--- src/rtl/fetch_ctrl.sv ---
// Program-counter sequencer for the fetch stage: drives the fetch address and tracks the presented word.
// Optional program-bounds fault is enabled by defining FETCH_LIMIT_EN.
module fetch_ctrl #(
    parameter int WORD_WIDTH = 32,
    parameter logic [WORD_WIDTH-1:0] RESET_VECTOR = '0,
    parameter int PROG_WORDS = 256
) (
    input  logic                  clk,
    input  logic                  reset,
    output logic [WORD_WIDTH-1:0] pointer,
    output logic                  instr_valid,
    output logic [WORD_WIDTH-1:0] instr_pc,
    input  logic                  instr_ready,
    input  logic                  jump_valid,
    input  logic [WORD_WIDTH-1:0] jump_target,
    input  logic                  halt_req,
    output logic                  halted,
    output logic                  fault
);

    typedef enum logic [1:0] {
        S_BOOT  = 2'd0,
        S_RUN   = 2'd1,
        S_HALT  = 2'd2,
        S_FAULT = 2'd3
    } state_t;

    state_t                r_state;
    logic                  r_valid;
    logic [WORD_WIDTH-1:0] r_pc;
    logic [WORD_WIDTH-1:0] r_resume;
    logic                  r_halted;
    logic                  r_fault;

    logic [WORD_WIDTH-1:0] w_pointer;
    logic                  w_oob;

    always_comb begin
        w_pointer = RESET_VECTOR;
        case (r_state)
            S_RUN: begin
                if (jump_valid)
                    w_pointer = jump_target;
                else if (r_valid && !instr_ready)
                    w_pointer = r_pc;
                else
                    w_pointer = r_pc + 1'b1;
            end
            S_HALT: begin
                if (!halt_req && jump_valid)
                    w_pointer = jump_target;
                else
                    w_pointer = r_resume;
            end
            default: w_pointer = RESET_VECTOR;
        endcase
    end

`ifdef FETCH_LIMIT_EN
    localparam logic [WORD_WIDTH:0] LP_LIMIT = (WORD_WIDTH+1)'(PROG_WORDS);
    assign w_oob = ({1'b0, w_pointer} >= LP_LIMIT);
`else
    assign w_oob = 1'b0;
`endif

    // Bounds are checked only when a word is actually issued (RUN without halt, or resume).
    always_ff @(posedge clk) begin
        if (reset) begin
            r_state  <= S_BOOT;
            r_valid  <= 1'b0;
            r_pc     <= '0;
            r_resume <= RESET_VECTOR;
            r_halted <= 1'b0;
            r_fault  <= 1'b0;
        end else begin
            case (r_state)
                S_BOOT: begin
                    r_state <= S_RUN;
                    r_valid <= 1'b1;
                    r_pc    <= RESET_VECTOR;
                end
                S_RUN: begin
                    if (halt_req) begin
                        r_resume <= w_pointer;
                        r_state  <= S_HALT;
                        r_valid  <= 1'b0;
                        r_halted <= 1'b1;
                    end else if (w_oob) begin
                        r_state <= S_FAULT;
                        r_fault <= 1'b1;
                        r_valid <= 1'b0;
                    end else begin
                        r_pc    <= w_pointer;
                        r_valid <= 1'b1;
                    end
                end
                S_HALT: begin
                    if (halt_req) begin
                        if (jump_valid)
                            r_resume <= jump_target;
                    end else if (w_oob) begin
                        r_state  <= S_FAULT;
                        r_fault  <= 1'b1;
                        r_halted <= 1'b0;
                    end else begin
                        r_state  <= S_RUN;
                        r_valid  <= 1'b1;
                        r_pc     <= w_pointer;
                        r_halted <= 1'b0;
                    end
                end
                default: begin
                    r_state <= S_FAULT;
                    r_valid <= 1'b0;
                end
            endcase
        end
    end

    assign pointer     = w_pointer;
    assign instr_valid = r_valid;
    assign instr_pc    = r_pc;
    assign halted      = r_halted;
    assign fault       = r_fault;

endmodule

--- config.mk ---
export PLATFORM = sky130hd
export DESIGN_NAME = fetch_ctrl
export DESIGN_NICKNAME = d
export VERILOG_FILES = /design/src/rtl/fetch_ctrl.sv
export SDC_FILE = /design/constraint.sdc
export NUM_CORES = 1
export LEC_CHECK = 0
export CORE_MARGIN = 2
export CORE_UTILIZATION = 36
export CTS_BUF_LIST = sky130_fd_sc_hd__clkbuf_4 sky130_fd_sc_hd__clkbuf_8
export CTS_CLUSTER_DIAMETER = 40
export DETAILED_ROUTE_END_ITERATION = 10
export PLACE_DENSITY_LB_ADDON = 0.25
export SETUP_SLACK_MARGIN = 0.05
export SLEW_MARGIN = 20
export SYNTH_ARGS = -nofsm -noshare
export SYNTH_HDL_FRONTEND = slang
export SYNTH_SLANG_ARGS = --single-unit
--- constraint.sdc ---
create_clock -name clk -period 4.7 [get_ports clk]
set_input_delay 0.47 -clock clk [delete_from_list [all_inputs] [get_ports clk]]
set_output_delay 0.47 -clock clk [all_outputs]
set_load 0.01 [all_outputs]
==> results_dict.tcl <==
set metrics [dict create \
    status "finished clean" \
    final-setup-viol-count 0 \
    dr_total_vias 5807 \
    root_buffer "clkbuf_8" \
    ys_warn_count 0 \
    synth_area_leaders "dfxtp_1 28%, o21ai_0 6.9%, nand2_1 6.8%, nor2_1 6.0%, a21oi_1 5.0%" \
    io_buffers 102 \
    via_per_inst 6.14 \
    core.rowCount 42 \
    die_x_um 121 \
    hold_ws_ps 494 \
    start_kind "flip-flop" \
    cts_tree "built" \
    die_y_um 121 \
    synth_mux_area_share_pct 4.99 \
    end_kind "primary output" \
    syn_inst 686 \
    period_minus_slack_ps 3990 \
    hold_violations 0 \
    path_cells "ha_1 -> nand3_1 -> or3_2 -> nor3_4 -> nand3_1 -> or3_1 -> a31oi_1 -> clkdlybuf4s50_1" \
    nNetsFinal 809 \
    path_common_cell "nand3_1" \
    placed_cell_area_um2 6090 \
    clk_pin_slew_ps 80 \
    rsz0062_at_grt "no" \
    grt_pass1_wl_mm 31.4 \
    cp_data_required_time_ps 4230 \
    post-route-util_pct 47.2 \
    synth_top_area_share_pct 27.9 \
    cp_max_fo 7 \
    hold_end "r_resume[21]" \
    hp-class "flip-flop to flip-flop" \
    stdcell_count 946 \
    ir_worst_vdd_mv 0.154 \
    yosys.area_share.simple_pct 28.7 \
    postCtsSetupRepairBufs 0 \
    yosysUniqueCellTypes 65 \
    avgRoutedWirePerCell_um 21.9 \
    dp.cells 931 \
    preCtsSetupSlack_ps 881 \
    maxSlewViolCount 0 \
    antennaDiodeCount 0 \
    yosys.area.top_type "dfxtp_1" \
    grt.overflow.total 0 \
    globalRouteTotalUtil_pct 28.4 \
    synth_compound_area_share_pct 27.6 \
    relSlewSlack_pct 30.4 \
    syn_area_um2 4890 \
    synth-edff-count 0 \
    coreArea_um2 13200 \
    grt_start_max_net_pins 40 \
    seq_area_frac_synth_pct 27.9 \
    r2r-end "r_resume[22]" \
    wirelength_mm 20.7 \
    p_leak_nw 2.16 \
    drv_cap 0 \
    pin_count 104 \
    crit_type "flip-flop to primary output" \
    setup-tns-final_ps 0 \
    gp_congestion 0.921 \
    drc 0 \
    syn_to_final_growth_pct 28.0 \
    clock-sinks 68 \
    finalClockSkew_ps 7.88 \
    total_power_mw 1.94 \
    p_per_area_nw_per_um2 310 \
    synthAdderAreaFrac_pct 1.54 \
    synth.most_common_cell "nand2_1" \
    drive_gt1_share_pct 7.40 \
    synth_top_family_by_area "simple AND/OR/NAND/NOR gates" \
    cp_data_arrival_time_ps 3520 \
    rr_startpoint "r_state[0]" \
    fmax_mhz 250 \
    drt-pass1-iter-count 5 \
    cts-hold-fix-buffers 0 \
    r2r_cells 10 \
    ctsResizeCount 0 \
    insertion_delay_ps 370 \
    cp_slowest_cell "or3_2" \
    cts_buffers 9 \
    fin_ws_ps 708 \
    start_util_pct 36.9 \
    syn-num-nets 729 \
    drtAntennaViolNets 0 \
    synthFlopType "dfxtp_1" \
    rrSetupSlack_ps 1750 \
    grt_pass1_vias 5501 \
    antenna_found_initial 0 \
    hold_start "r_resume[21]" \
    h-tree-depth 3 \
    synthArstFlopShare_pct 0 \
    hpwl_mm 14.9 \
    avgSynthCellArea_um2 7.12 \
    drt_iter0_markers 530 \
    fin_area_um2 6250 \
    slowest_delay_ps 590 \
    nFillCells 1383 \
    dieArea_um2 14500 \
    ys_ff_latch 68 \
    holdPathStages 2 \
    yosys-top-cells-count "89 x nand2_1, 78 x nor2_1, 68 x dfxtp_1" \
    min_period_over_period_pct 84.9 \
    clock_tree.buffer_depth 2 \
    tightestPinTransition_ps 1040 \
    synth_xor_area_share_pct 3.76 \
]
-- layer usage --
metal  global-route usage (%)  vias to the layer above  part of all wire [%]
li1                         -                     2660                     -
met1                     36.8                     2782                    42
met2                     45.4                      308                    46
met3                     4.01                       57                   6.7
met4                     15.6                        0                   5.0
met5                        0                        -                     0
-- worst max-delay path: cells and delay by family (launching register included) --
kind | cells | cell delay, ps
buf+inv | 1 | 550
flops | 1 | 500
compound gates | 1 | 170
simple gates | 5 | 1620
fa+ha+maj | 1 | 320
-- area by class of cell --
cell class | count | area (um2) | share of cell area, %
clock buffers | 12 | 146 | 2.34
clock inverters | 3 | 15.0 | 0.240
inverters | 12 | 45.0 | 0.720
multi-input cells | 551 | 3270 | 52.2
flip-flops and latches | 68 | 1360 | 21.8
well taps | 176 | 220 | 3.52
repair buffers | 124 | 1200 | 19.2
-- how the worst max path moves through the flow --
stage / start / to / slack [ps] / cells past startpoint
6_report: instr_pc[1] / pointer[22] / 710 / 8
5_1_grt: instr_pc[0] / pointer[22] / 540 / 8
4_1_cts: instr_pc[1] / pointer[22] / 750 / 8
3_5_place_dp: instr_ready / pointer[27] / 880 / 8
3_3_place_gp: instr_ready / pointer[27] / 930 / 8
2_1_floorplan: instr_pc[0] / pointer[22] / 1850 / 8
-- flip-flops by register name, indices dropped and copies added, names as in the netlist --
signal       flops
halted           1
instr_pc        32
instr_valid      1
r_resume        32
r_state          2
-- cells by family after synthesis --
family | count (synthesis)
AOI/OAI and AO/OA | 211
and+or+nand+nor | 288
xor gates and xnor gates | 21
adders and majority gates | 6
buffers and inverters | 67
DFF | 68
muxes | 24
other | 1
-- report_power, final --
group          switching (mW)  total [mW]  internal [mW]
logic                   0.508       0.804          0.296
registers              0.0569       0.692          0.635
clock network           0.240       0.444          0.204
total                   0.805        1.94           1.14
-- placed cells by master, fill, tap and decap left out, types with 4 or more instances in the layout --
cell             count
clkbuf_8             9
o21ai_0             67
clkdlybuf4s50_1    102
a21oi_1             49
nor4_1               9
mux2i_1             21
inv_1               10
o21a_1               6
ha_1                 6
nand4_1             12
nor3_1              27
and4_1               4
a211oi_1            11
a221oi_1            16
o22ai_1              7
nor2_1              78
o31ai_1              4
dfxtp_1             68
xor2_1              10
a31oi_1              6
and2_1              11
nand2_1             88
o31a_1              10
and3_1               5
buf_4               21
nand3_1             19
xnor2_1             11
nand2b_1            10
a22o_1               9
Note: power is estimated with default switching activity, not from simulation.
